--- config.mk ---
export PLATFORM = sky130hd
export DESIGN_NAME = cmp_share_arb
export DESIGN_NICKNAME = d
export VERILOG_FILES = /design/src/rtl/cmp_share_arb.sv
export SDC_FILE = /design/constraint.sdc
export NUM_CORES = 1
export LEC_CHECK = 0
export BUFFER_PORTS_ARGS = -buffer_cell sky130_fd_sc_hd__buf_2
export CORE_ASPECT_RATIO = 1.25
export CORE_MARGIN = 2
export CORE_UTILIZATION = 47
export DETAILED_ROUTE_END_ITERATION = 8
export GPL_TIMING_DRIVEN = 0
export PLACE_DENSITY = 0.77
export SLEW_MARGIN = 10
export SYNTH_ARGS = -nofsm -noshare
export SYNTH_HDL_FRONTEND = slang
export SYNTH_SLANG_ARGS = --single-unit
--- constraint.sdc ---
create_clock -name clk -period 2.4 [get_ports clk]
set_input_delay 0.24 -clock clk [delete_from_list [all_inputs] [get_ports clk]]
set_output_delay 0.24 -clock clk [all_outputs]
set_load 0.01 [all_outputs]
--- src/rtl/cmp_share_arb.sv ---
// cmp_share_arb: round-robin arbiter that shares one registered WIDTH-bit
// equality comparator among N_REQ requesters.
//
// One requester is granted, its operands are latched, the shared comparator
// runs, and a one-cycle done pulse comes back with eq and the served index.
// With continuous requests this gives one compare every two cycles.
//
// Optional feature: define CMP_STATS_EN to add the 8-bit saturating mis_cnt
// output, which counts completed compares that returned eq = 0.
module cmp_share_arb #(
  parameter int N_REQ = 4,
  parameter int WIDTH = 2,
  parameter int IDW   = 2
) (
  input  logic                     clk,
  input  logic                     rst_n,
  input  logic [N_REQ-1:0]         req,
  input  logic [N_REQ*WIDTH-1:0]   a_in,
  input  logic [N_REQ*WIDTH-1:0]   b_in,
  output logic [N_REQ-1:0]         gnt,
  output logic                     done,
  output logic                     eq,
  output logic [IDW-1:0]           done_id,
`ifdef CMP_STATS_EN
  output logic [7:0]               mis_cnt,
`endif
  output logic                     busy
);

  typedef enum logic [1:0] {
    ST_IDLE = 2'd0,
    ST_BUSY = 2'd1,
    ST_RESP = 2'd2
  } state_t;

  // Shared equality comparator: every bit must match.
  function automatic logic eq_fn(input logic [WIDTH-1:0] x, input logic [WIDTH-1:0] y);
    return (x == y);
  endfunction

  // Round-robin pick: first set request after position p, wrapping modulo N_REQ.
  function automatic logic [IDW-1:0] rr_pick(input logic [N_REQ-1:0] r, input logic [IDW-1:0] p);
    logic [IDW-1:0]   w;
    logic             f;
    logic [N_REQ-1:0] rot;
    int               idx;
    w   = {IDW{1'b0}};
    f   = 1'b0;
    rot = {N_REQ{1'b0}};
    idx = 0;
    for (int k = 1; k <= N_REQ; k++) begin
      idx = (int'(p) + k) % N_REQ;
      rot = r >> idx;
      if (!f && rot[0]) begin
        f = 1'b1;
        w = IDW'(idx);
      end else begin
        f = f;
      end
    end
    return w;
  endfunction

  // Operand lane extraction for requester index w.
  function automatic logic [WIDTH-1:0] lane(input logic [N_REQ*WIDTH-1:0] v, input logic [IDW-1:0] w);
    logic [N_REQ*WIDTH-1:0] sh;
    sh = v >> (int'(w) * WIDTH);
    return sh[WIDTH-1:0];
  endfunction

  state_t             state_q, state_d;
  logic [N_REQ-1:0]   gnt_q, gnt_d;
  logic               done_q, done_d;
  logic               eq_q, eq_d;
  logic [IDW-1:0]     done_id_q, done_id_d;
  logic [WIDTH-1:0]   op_a_q, op_a_d;
  logic [WIDTH-1:0]   op_b_q, op_b_d;
  logic [IDW-1:0]     id_q, id_d;
  logic [IDW-1:0]     ptr_q, ptr_d;
  logic [IDW-1:0]     win_s;
  logic               any_req_s;
  logic               cmp_eq_s;

  assign win_s     = rr_pick(req, ptr_q);
  assign any_req_s = |req;
  assign cmp_eq_s  = eq_fn(op_a_q, op_b_q);

  // Next-state and output computation for the grant/compare/respond sequence.
  always_comb begin
    state_d   = state_q;
    gnt_d     = {N_REQ{1'b0}};
    done_d    = 1'b0;
    eq_d      = 1'b0;
    done_id_d = done_id_q;
    op_a_d    = op_a_q;
    op_b_d    = op_b_q;
    id_d      = id_q;
    ptr_d     = ptr_q;
    case (state_q)
      ST_IDLE, ST_RESP: begin
        // Both IDLE and RESP arbitrate the same way; RESP falls back to IDLE.
        if (any_req_s) begin
          gnt_d   = {{(N_REQ-1){1'b0}}, 1'b1} << win_s;
          op_a_d  = lane(a_in, win_s);
          op_b_d  = lane(b_in, win_s);
          id_d    = win_s;
          ptr_d   = win_s;
          state_d = ST_BUSY;
        end else begin
          state_d = ST_IDLE;
        end
      end
      ST_BUSY: begin
        eq_d      = cmp_eq_s;
        done_d    = 1'b1;
        done_id_d = id_q;
        state_d   = ST_RESP;
      end
      default: begin
        state_d = ST_IDLE;
      end
    endcase
  end

  // State and output registers; reset drops any in-flight compare.
  always_ff @(posedge clk or negedge rst_n) begin
    if (!rst_n) begin
      state_q   <= ST_IDLE;
      gnt_q     <= {N_REQ{1'b0}};
      done_q    <= 1'b0;
      eq_q      <= 1'b0;
      done_id_q <= {IDW{1'b0}};
      op_a_q    <= {WIDTH{1'b0}};
      op_b_q    <= {WIDTH{1'b0}};
      id_q      <= {IDW{1'b0}};
      ptr_q     <= IDW'(N_REQ - 1);
    end else begin
      state_q   <= state_d;
      gnt_q     <= gnt_d;
      done_q    <= done_d;
      eq_q      <= eq_d;
      done_id_q <= done_id_d;
      op_a_q    <= op_a_d;
      op_b_q    <= op_b_d;
      id_q      <= id_d;
      ptr_q     <= ptr_d;
    end
  end

  assign gnt     = gnt_q;
  assign done    = done_q;
  assign eq      = eq_q;
  assign done_id = done_id_q;
  assign busy    = (state_q != ST_IDLE);

`ifdef CMP_STATS_EN
  logic [7:0] mis_cnt_q, mis_cnt_d;

  // Saturating count of done cycles that reported a mismatch.
  always_comb begin
    mis_cnt_d = mis_cnt_q;
    if (done_q && !eq_q && (mis_cnt_q != 8'd255)) begin
      mis_cnt_d = mis_cnt_q + 8'd1;
    end else begin
      mis_cnt_d = mis_cnt_q;
    end
  end

  // Mismatch counter register.
  always_ff @(posedge clk or negedge rst_n) begin
    if (!rst_n) begin
      mis_cnt_q <= 8'd0;
    end else begin
      mis_cnt_q <= mis_cnt_d;
    end
  end

  assign mis_cnt = mis_cnt_q;
`endif

endmodule

==> results of run 1 <==
through the flow:
step | cells | hold slack (ns) | total power, mW | utilization | setup WS, ns
floorplan | 81 | -0.0556 | 0.772 | - | 0.746
global placement | 129 | 0.167 | 0.892 | 0.620 | 0.633
detailed placement | 129 | 0.170 | 0.916 | 0.620 | 0.610
CTS | 134 | 0.287 | 1.07 | 0.643 | 0.580
global route | 134 | 0.292 | 1.15 | 0.643 | 0.424
finish | 134 | 0.290 | 1.05 | 0.643 | 0.593
area by class of cell:
| class | instances | area (µm²) |
|---|---|---|
| clock buffers | 3 | 22.5 |
| fillers | 152 | 572 |
| multi-input cells | 59 | 369 |
| plain buffers | 2 | 11.3 |
| clock inverters | 1 | 5.00 |
| flip-flops and latches | 17 | 428 |
| repair buffers | 31 | 160 |
| well taps | 18 | 22.5 |
| inverters | 3 | 11.3 |
worst min path at each step:
stage	cells past startpoint	startpoint	end	slack, ns
floorplan	0	rst_n	done_id[0]	-0.06
detailed placement	1	rst_n	state_q[1]	0.17
CTS	3	a_in[2]	op_a_q[0]	0.29
global placement	1	rst_n	done_id[0]	0.17
global route	3	b_in[3]	op_b_q[1]	0.29
finish	3	b_in[3]	op_b_q[1]	0.29
registers in the layout, summed over array words and instances, names as in the netlist:
name and flops:
state_q 2, gnt 4, ptr_q 2, op_a_q 2
done_id 2, eq 1, op_b_q 2, id_q 2
repair_timing:
item                      4_1_cts  5_1_grt
hold buffers                    1        0
resized for setup               0        0
hold endpoints to repair       15        0
placed cells by master (no fill, tap or decap):
cell | Yosys | routed
and2_1 | 1 | 1
dfstp_2 | 2 | 2
o21ai_1 | 1 | 1
dlygate4sd3_1 | 0 | 1
and4_1 | 4 | 4
nand2_1 | 5 | 5
mux2i_1 | 4 | 4
buf_2 | 0 | 30
a21o_1 | 1 | 1
a311o_1 | 1 | 1
o21ai_0 | 4 | 4
dfrtp_1 | 15 | 15
clkbuf_1 | 1 | 1
and3_1 | 1 | 1
nor3_1 | 1 | 1
nor3b_1 | 1 | 1
or2_2 | 1 | 1
nor2_1 | 13 | 13
nand3_1 | 1 | 1
or2_0 | 1 | 1
a211o_4 | 1 | 1
nand2b_1 | 3 | 3
xor2_1 | 2 | 2
clkbuf_4 | 0 | 3
clkinv_2 | 0 | 1
buf_4 | 1 | 1
inv_1 | 3 | 3
nor2b_1 | 2 | 2
a21oi_1 | 3 | 3
a211oi_1 | 8 | 8
kinds of logic after synthesis:
group / after synthesis / synth area share
muxes: 4 / 0.0489
DFF: 17 / 0.522
and+or+nand+nor: 34 / 0.215
buffers and inverters: 5 / 0.0275
AOI/OAI and AO/OA: 19 / 0.165
xor gates and xnor gates: 2 / 0.0214
report_power, final:
group / switching, mW / internal, mW
clock: 0.0830 / 0.0618
combinational: 0.236 / 0.192
sequential: 0.0669 / 0.414
metal layers:
metal / up-vias / routed length (µm) / share of wire / GRT usage
li1: 356 / - / - / -
met4: 0 / 22 / 0.014 / 0.0968
met5: - / 0 / 0 / 0
met2: 26 / 842 / 0.52 / 0.336
met1: 320 / 666 / 0.41 / 0.220
met3: 2 / 87 / 0.054 / 0.0133
worst max-delay path: stages (launching register included):
cell,delay [ns]
dfstp_2,0.57
nor3b_1,0.06
a311o_1,0.37
a211o_4,0.37
a211oi_1,0.25
a211oi_1,0.08
==> flow_summary_export.csv, run 1 <==
group,metric,value,unit
sta,min_period,1.81,ns
sta,clock_skew,0.00539,ns
outcome,outcome,"completed",
clocking,clkLatencyLatePin,0.28,ns
yosys,synthMostInstantiatedCell,"dfrtp_1",
clocking,numCtsBuffers,3,
sta,tightest_slew,0.458,ns
critical_path,crit_end,"op_a_q[1]",
critical_path,critical_path.startpoint,"ptr_q[0]",
sta,drv_slew,0,
global_route,grt_pass1_vias,694,
yosys,synth_edf_count,0,
critical_path,crit_path_end_kind,"register",
clocking,cts_tree,"done",
flow_run,cap_violations,0,
global_route,grt_max_degree,18,
yosys,synth_async_sr_flop_share,1.00,
sta,setup_viol,0,
yosys,syn_area_per_cell,10.1,µm²
sta,fin_tns_setup,0,ns
clocking,cts_root_buf,"clkbuf_4",
yosys,synth_top_cell_area_share,0.458,
yosys,synth.yosys.seq_area_share,0.522,
global_route,grt_pass1_wl,2780,µm
routing,viasPerCell,5.25,
pwr,power.density,1020,nW/µm²
yosys,synth-seq-cells,17,
placed_design,postPlaceCellArea,992,µm²
yosys,synth.cell_area,820,µm²
sta,rsz0062_at_grt,"false",
routing,detail_route.wirelength,1620,µm
floorplan,die_w,41.4,µm
routing,ant_nets,0,
cells_and_area,diodes,0,
yosys,synth_flop_cell,"dfrtp_1",
cells_and_area,nets,139,
placed_design,gp_congestion,0.758,
floorplan,rows,16,
critical_path,path_class,"reg -> reg",
clocking,clk_pin_slew,0.09,ns
routing,routed-via-count,704,
clocking,cts_setup_buffers,0,
yosys,synthTopCellsByArea,"dfrtp_1 46%, a211oi_1 7.3%, dfstp_2 6.4%",
sta,fmax,0.553,GHz
min_path,hold_class,"in -> reg",
placed_design,hpwl,1300,µm
critical_path,r2r_setup_slack,0.59,ns
global_route,antenna_found_initial,0,
floorplan,io_pins,31,
floorplan,core_area,1600,µm²
sta,post-route-period-util,0.753,
yosys,synthTopCellsByCount,"15 x dfrtp_1, 13 x nor2_1, 8 x a211oi_1, 5 x nand2_1",
yosys,synth_nets,103,
cells_and_area,drive_gt1_frac,0.336,
placed_design,port_buffers,30,
routing,drt-pass1-iter-count,3,
critical_path,r2r_cells,5,
cells_and_area,area_delta_synth_final,25.6,%
floorplan,start_util,0.512,
yosys,synth_area_leader_cell,"dfrtp_1",
clocking,cts_sinks,17,
critical_path,cp_max_fo,8,
sta,hold_viol,0,
floorplan,fp.dieH,50.7,µm
sta,slew_headroom,0.692,
critical_path,worst_setup_path_start_kind,"register",
clocking,htreeDepth,1,
cells_and_area,final_design_area_no_fill,1030,µm²
routing,wl_per_cell,12.1,µm
pwr,ir_drop,0.615,mV
yosys,syn_inst,81,
clocking,cts_max_path_buffers,2,
global_route,grt_usage,0.193,
yosys,yosys_warnings,0,
global_route,grt_overflow_total,0,
critical_path,r2r_end,"op_a_q[1]",
routing,drc,0,
critical_path,r2r_start,"ptr_q[0]",
routing,first_iter_violations,1,
floorplan,fp.dieArea,2100,µm²
critical_path,arrival,1.97,ns
critical_path,crit_required,2.56,ns
pwr,p_leak,0.513,nW
yosys,ys_types,26,
Power figures use the tool's default switching activity.
==> inputs of run 2 (changes only) <==
==> constraint.sdc (replaced) <==
create_clock -name clk -period 1.75 [get_ports clk]
set_input_delay 0.175 -clock clk [delete_from_list [all_inputs] [get_ports clk]]
set_output_delay 0.175 -clock clk [all_outputs]
set_load 0.01 [all_outputs]
==> flow_summary_export.csv, run 2 (synthesized netlist as in run 1, its figures left out) <==
group,metric,value,unit
outcome,outcome,"completed",
global_route,antenna_found_initial,0,
floorplan,core_area,1600,µm²
critical_path,cp_cell_sequence,"nand2b_4 > a21o_1 > and3_1 > buf_6 > mux2i_4 > a211oi_2",
clocking,numCtsBuffers,3,
routing,wl_per_cell,12.8,µm
cells_and_area,nets,143,
critical_path,worst_setup_path_start_kind,"register",
sta,fmax,0.592,GHz
critical_path,cpPeakStageDelay,0.57,ns
sta,clock_skew,0.00374,ns
global_route,grt_overflow_total,0,
critical_path,path_class,"reg -> reg",
floorplan,rows,16,
floorplan,fp.dieArea,2100,µm²
clocking,cts_max_path_buffers,2,
cells_and_area,largest_register_ffs,4,
flow_run,cap_violations,0,
sta,post-route-period-util,0.965,
cells_and_area,drive_gt1_frac,0.433,
floorplan,start_util,0.512,
critical_path,cp_max_fo,8,
sta,min_period,1.69,ns
global_route,grt_pass1_vias,695,
placed_design,port_buffers,30,
critical_path,crit_path_end_kind,"register",
clocking,cts_root_buf,"clkbuf_4",
cells_and_area,final_design_area_no_fill,1120,µm²
pwr,ir_drop,0.737,mV
routing,detail_route.wirelength,1760,µm
pwr,p_leak,0.550,nW
sta,tightest_slew,0.517,ns
routing,viasPerCell,5.35,
cells_and_area,post-route-util,0.698,
routing,first_iter_violations,2,
routing,ant_nets,0,
global_route,grt_pass1_wl,2820,µm
floorplan,fp.dieH,50.7,µm
global_route,grt_usage,0.196,
cells_and_area,final_common_cell,"buf_2",
placed_design,hpwl,1300,µm
sta,slew_headroom,0.652,
clocking,htreeDepth,1,
placed_design,gp_congestion,0.758,
clocking,cts_sinks,17,
sta,drv_slew,0,
floorplan,io_pins,31,
cells_and_area,final_cell_mix,"30 x buf_2, 15 x dfrtp_1, 13 x nor2_1, 5 x nand2_1, 5 x a211oi_2",
pwr,power.density,1410,nW/µm²
critical_path,crit_required,1.91,ns
routing,drc,0,
sta,hold_viol,0,
clocking,cts_tree,"done",
min_path,hold_class,"in -> reg",
placed_design,postPlaceCellArea,992,µm²
floorplan,die_w,41.4,µm
critical_path,arrival,1.85,ns
cells_and_area,diodes,0,
critical_path,crit_slowest_cell,"dfstp_2",
routing,routed-via-count,738,
cells_and_area,area_delta_synth_final,36.3,%
sta,whs,0.223,ns
sta,setup_viol,0,
clocking,clkLatencyLatePin,0.28,ns
clocking,clk_pin_slew,0.09,ns
routing,drt-pass1-iter-count,3,
global_route,grt_max_degree,18,
[run 2: cell types whose count changed in the layout (fill, tap and decap cells not counted), sizes merged]
cell  change
buf       +4
[run 2: timing repair]
action                                  CTS  global route
buffers inserted                          0             4
endpoints found under the setup margin    4             4
gates resized for setup                   3             8
pin swaps                                 1             9
gates cloned                              0             0
hold buffers                              1             0
hold endpoints to repair                 15             0
[run 2: area by class of cell]
| class | instances | area, µm² |
|---|---|---|
| clock buffers | 3 | 22.5 |
| plain buffers | 2 | 15.0 |
| well taps | 18 | 22.5 |
| inverters | 3 | 11.3 |
| clock inverters | 1 | 5.00 |
| multi-input cells | 59 | 423 |
| fillers | 140 | 484 |
| repair buffers | 35 | 190 |
| flip-flops and latches | 17 | 428 |
[run 2: where the power goes]
part           leakage [nW]  switching (mW)  internal, mW
combinational         0.328           0.377         0.341
sequential            0.205          0.0919         0.567
clock                0.0177           0.114        0.0848
total                 0.550           0.583         0.993
[run 2: path summary, 6_finish.rpt]
kind / startpoint / endpoint / slack (ns) / depth (start not counted)
max: ptr_q[0] / op_a_q[1] / 0.06 / 6
min: a_in[2] / op_a_q[0] / 0.22 / 3
max reg2reg: ptr_q[0] / op_a_q[1] / 0.06 / 6
min reg2reg: done_id[1] / done_id[1] / 0.48 / 2
max in group asynchronous: rst_n / ptr_q[1] / 1.13 / 2
min in group asynchronous: rst_n / state_q[1] / 0.32 / 2
[run 2: critical path, delay by kind of cell, from the launching register on]
kind | cells | cell delay, ns
buf+inv | 1 | 0.16
compound gates | 2 | 0.27
simple gates | 2 | 0.32
mux | 1 | 0.25
flops | 1 | 0.57
[run 2: per-stage QoR]
| stage | instances | setup WS [ns] | total power [mW] | setup TNS [ns] |
|---|---|---|---|---|
| floorplan | 81 | 0.0962 | 1.06 | 0 |
| global route | 138 | -0.0215 | 1.70 | -0.0215 |
| detailed placement | 129 | -0.0399 | 1.26 | -0.104 |
| global placement | 129 | -0.0166 | 1.22 | -0.0312 |
| CTS | 134 | 0.00646 | 1.48 | 0 |
| finish | 138 | 0.0616 | 1.58 | 0 |
[run 2: per-layer routing]
metal | up-vias | GRT usage | wire length [µm]
met5 | - | 0 | 0
met4 | 0 | 0.0968 | 22
met3 | 2 | 0.0133 | 87
met2 | 26 | 0.339 | 956
met1 | 345 | 0.226 | 698
li1 | 365 | - | -
==> inputs of run 3 (changes only) <==
--- a/config.mk
+++ b/config.mk
@@ -6,9 +6,11 @@
 export NUM_CORES = 1
 export LEC_CHECK = 0
 export BUFFER_PORTS_ARGS = -buffer_cell sky130_fd_sc_hd__buf_2
-export CORE_ASPECT_RATIO = 1.25
+export CELL_PAD_IN_SITES_DETAIL_PLACEMENT = 1
+export CELL_PAD_IN_SITES_GLOBAL_PLACEMENT = 1
+export CORE_ASPECT_RATIO = 0.8
 export CORE_MARGIN = 2
-export CORE_UTILIZATION = 47
+export CORE_UTILIZATION = 35
 export DETAILED_ROUTE_END_ITERATION = 8
 export GPL_TIMING_DRIVEN = 0
 export PLACE_DENSITY = 0.77
==> constraint.sdc (replaced) <==
create_clock -name clk -period 1.75 [get_ports clk]
set_input_delay 0.0875 -clock clk [delete_from_list [all_inputs] [get_ports clk]]
set_output_delay 0.0875 -clock clk [all_outputs]
set_load 0.01 [all_outputs]
==> flow_summary_export.csv, run 3 (synthesized netlist as in run 1, its figures left out) <==
group,metric,value,unit
placed_design,placedCellCount,136,
cells_and_area,area_delta_synth_final,44.0,%
cells_and_area,drive_gt1_frac,0.463,
floorplan,fp.dieH,47.3,µm
global_route,antenna_found_initial,0,
sta,drv_slew,0,
clocking,cts_tree,"done",
placed_design,postPlaceCellArea,1000,µm²
clocking,cts_root_buf,"clkbuf_4",
sta,rsz0062_at_grt,"true",
pwr,power.density,1450,nW/µm²
clocking,clkLatencyLatePin,0.28,ns
routing,first_iter_violations,16,
critical_path,worst_setup_path_start_kind,"register",
sta,fmax,0.568,GHz
floorplan,rows,15,
critical_path,crit_required,1.91,ns
sta,tightest_slew,0.721,ns
routing,viasPerCell,5.09,
outcome,failed_checks,"setup timing",
pwr,p_leak,0.552,nW
cells_and_area,nets,144,
cells_and_area,post-route-util,0.542,
critical_path,path_class,"reg -> reg",
sta,hold_viol,0,
floorplan,start_util,0.376,
clocking,cts_max_path_buffers,2,
cells_and_area,largest_register_ffs,4,
clocking,htreeDepth,1,
clocking,numCtsBuffers,3,
routing,routed-via-count,743,
cells_and_area,diodes,0,
sta,slew_headroom,0.514,
placed_design,port_buffers,30,
sta,setup_slack,-0.0121,ns
clocking,clk_pin_slew,0.09,ns
cells_and_area,final_design_area_no_fill,1180,µm²
placed_design,hpwl,1550,µm
flow_run,cap_violations,0,
routing,wl_per_cell,15.4,µm
routing,drt-pass1-iter-count,2,
critical_path,r2r_cells,5,
outcome,outcome,"complete, but fails checks",
floorplan,fp.dieArea,2750,µm²
cells_and_area,final_cells,146,
critical_path,arrival,1.92,ns
floorplan,io_pins,31,
critical_path,crit_path_end_kind,"register",
critical_path,r2r_setup_slack,-0.01,ns
critical_path,worst-path-stages,5,
critical_path,r2r_start,"ptr_q[0]",
routing,drc,0,
floorplan,die_w,58.1,µm
pwr,power,1.71,mW
sta,clock_skew,0.00306,ns
sta,whs,0.143,ns
placed_design,gp_congestion,0.660,
critical_path,crit_end,"op_a_q[0]",
critical_path,cpPeakStageDelay,0.58,ns
global_route,grt_usage,0.162,
global_route,grt_overflow_total,0,
global_route,grt_max_degree,18,
critical_path,path_delay_family,"compound AO/OA/AOI/OAI gates",
cells_and_area,final_cell_mix,"30 x buf_2, 15 x dfrtp_1, 13 x nor2_1, 5 x nand2_1, 5 x buf_4",
clocking,cts_sinks,17,
critical_path,crit_slowest_cell,"dfstp_2",
global_route,grt_pass1_wl,3180,µm
global_route,grt_pass1_vias,680,
sta,min_period,1.76,ns
min_path,hold_class,"in -> reg",
critical_path,r2r_end,"op_a_q[0]",
routing,detail_route.wirelength,2250,µm
cells_and_area,final_common_cell,"buf_2",
critical_path,cp_cell_sequence,"nor3b_1 > a311o_1 > a211o_4 > a211oi_4 > a211oi_2",
floorplan,core_area,2180,µm²
pwr,ir_drop,0.715,mV
critical_path,crit_buf_inv,0,
sta,post-route-period-util,1.01,
placed_design,preCtsSetupSlack,-0.117,ns
sta,fin_tns_setup,-0.0121,ns
critical_path,critical_path.startpoint,"ptr_q[0]",
routing,ant_nets,0,
critical_path,cp_max_fo,6,
sta,setup_viol,1,
-- run 3: cell count changes in the layout (fill, tap and decap cells not counted), sizes merged --
cell,change
buf,+1
clkbuf,+1
clkinv,-1
-- run 3: tightest hold or removal path, stage by stage --
cell	delay, ns
buf_2	0.10
mux2i_1	0.12
a211oi_1	0.08
-- run 3: routing by layer --
metal,global-route usage,share of wire,vias to the layer above
li1,-,-,365
met1,0.212,0.45,351
met2,0.266,0.50,25
met3,0.0413,0.046,2
met4,0.0558,0.0058,0
met5,0,0,-
-- run 3: where the power goes --
group / total (mW) / internal [mW] / switching [mW]
registers: 0.667 / 0.567 / 0.0991
clock network: 0.203 / 0.0884 / 0.114
logic: 0.841 / 0.390 / 0.452
-- run 3: how the worst min path moves through the flow --
stage	start	end	slack, ns	cells after the start
final	b_in[2]	op_b_q[0]	0.14	3
after global routing	b_in[2]	op_b_q[0]	0.13	3
after CTS	b_in[3]	op_b_q[1]	0.14	3
after detailed placement	rst_n	state_q[1]	0.02	1
after global placement	rst_n	state_q[0]	0.02	1
after floorplan	rst_n	done_id[0]	-0.21	0
-- run 3: what timing repair did --
action | 4_1_cts | 5_1_grt
pin swaps | 2 | 10
endpoints found under the setup margin | 4 | 4
hold endpoints to repair | 15 | 0
hold buffers | 1 | 0
setup buffers | 1 | 4
gates resized for setup | 3 | 16
-- run 3: layout make-up --
| class | count | area [µm²] |
|---|---|---|
| Fill cell | 250 | 997 |
| Multi-Input combinational cell | 59 | 470 |
| Sequential cell | 17 | 428 |
| Timing Repair Buffer | 36 | 198 |
| Tap cell | 25 | 31.3 |
| Clock buffer | 4 | 26.3 |
| Buffer | 2 | 15.0 |
| Inverter | 3 | 11.3 |
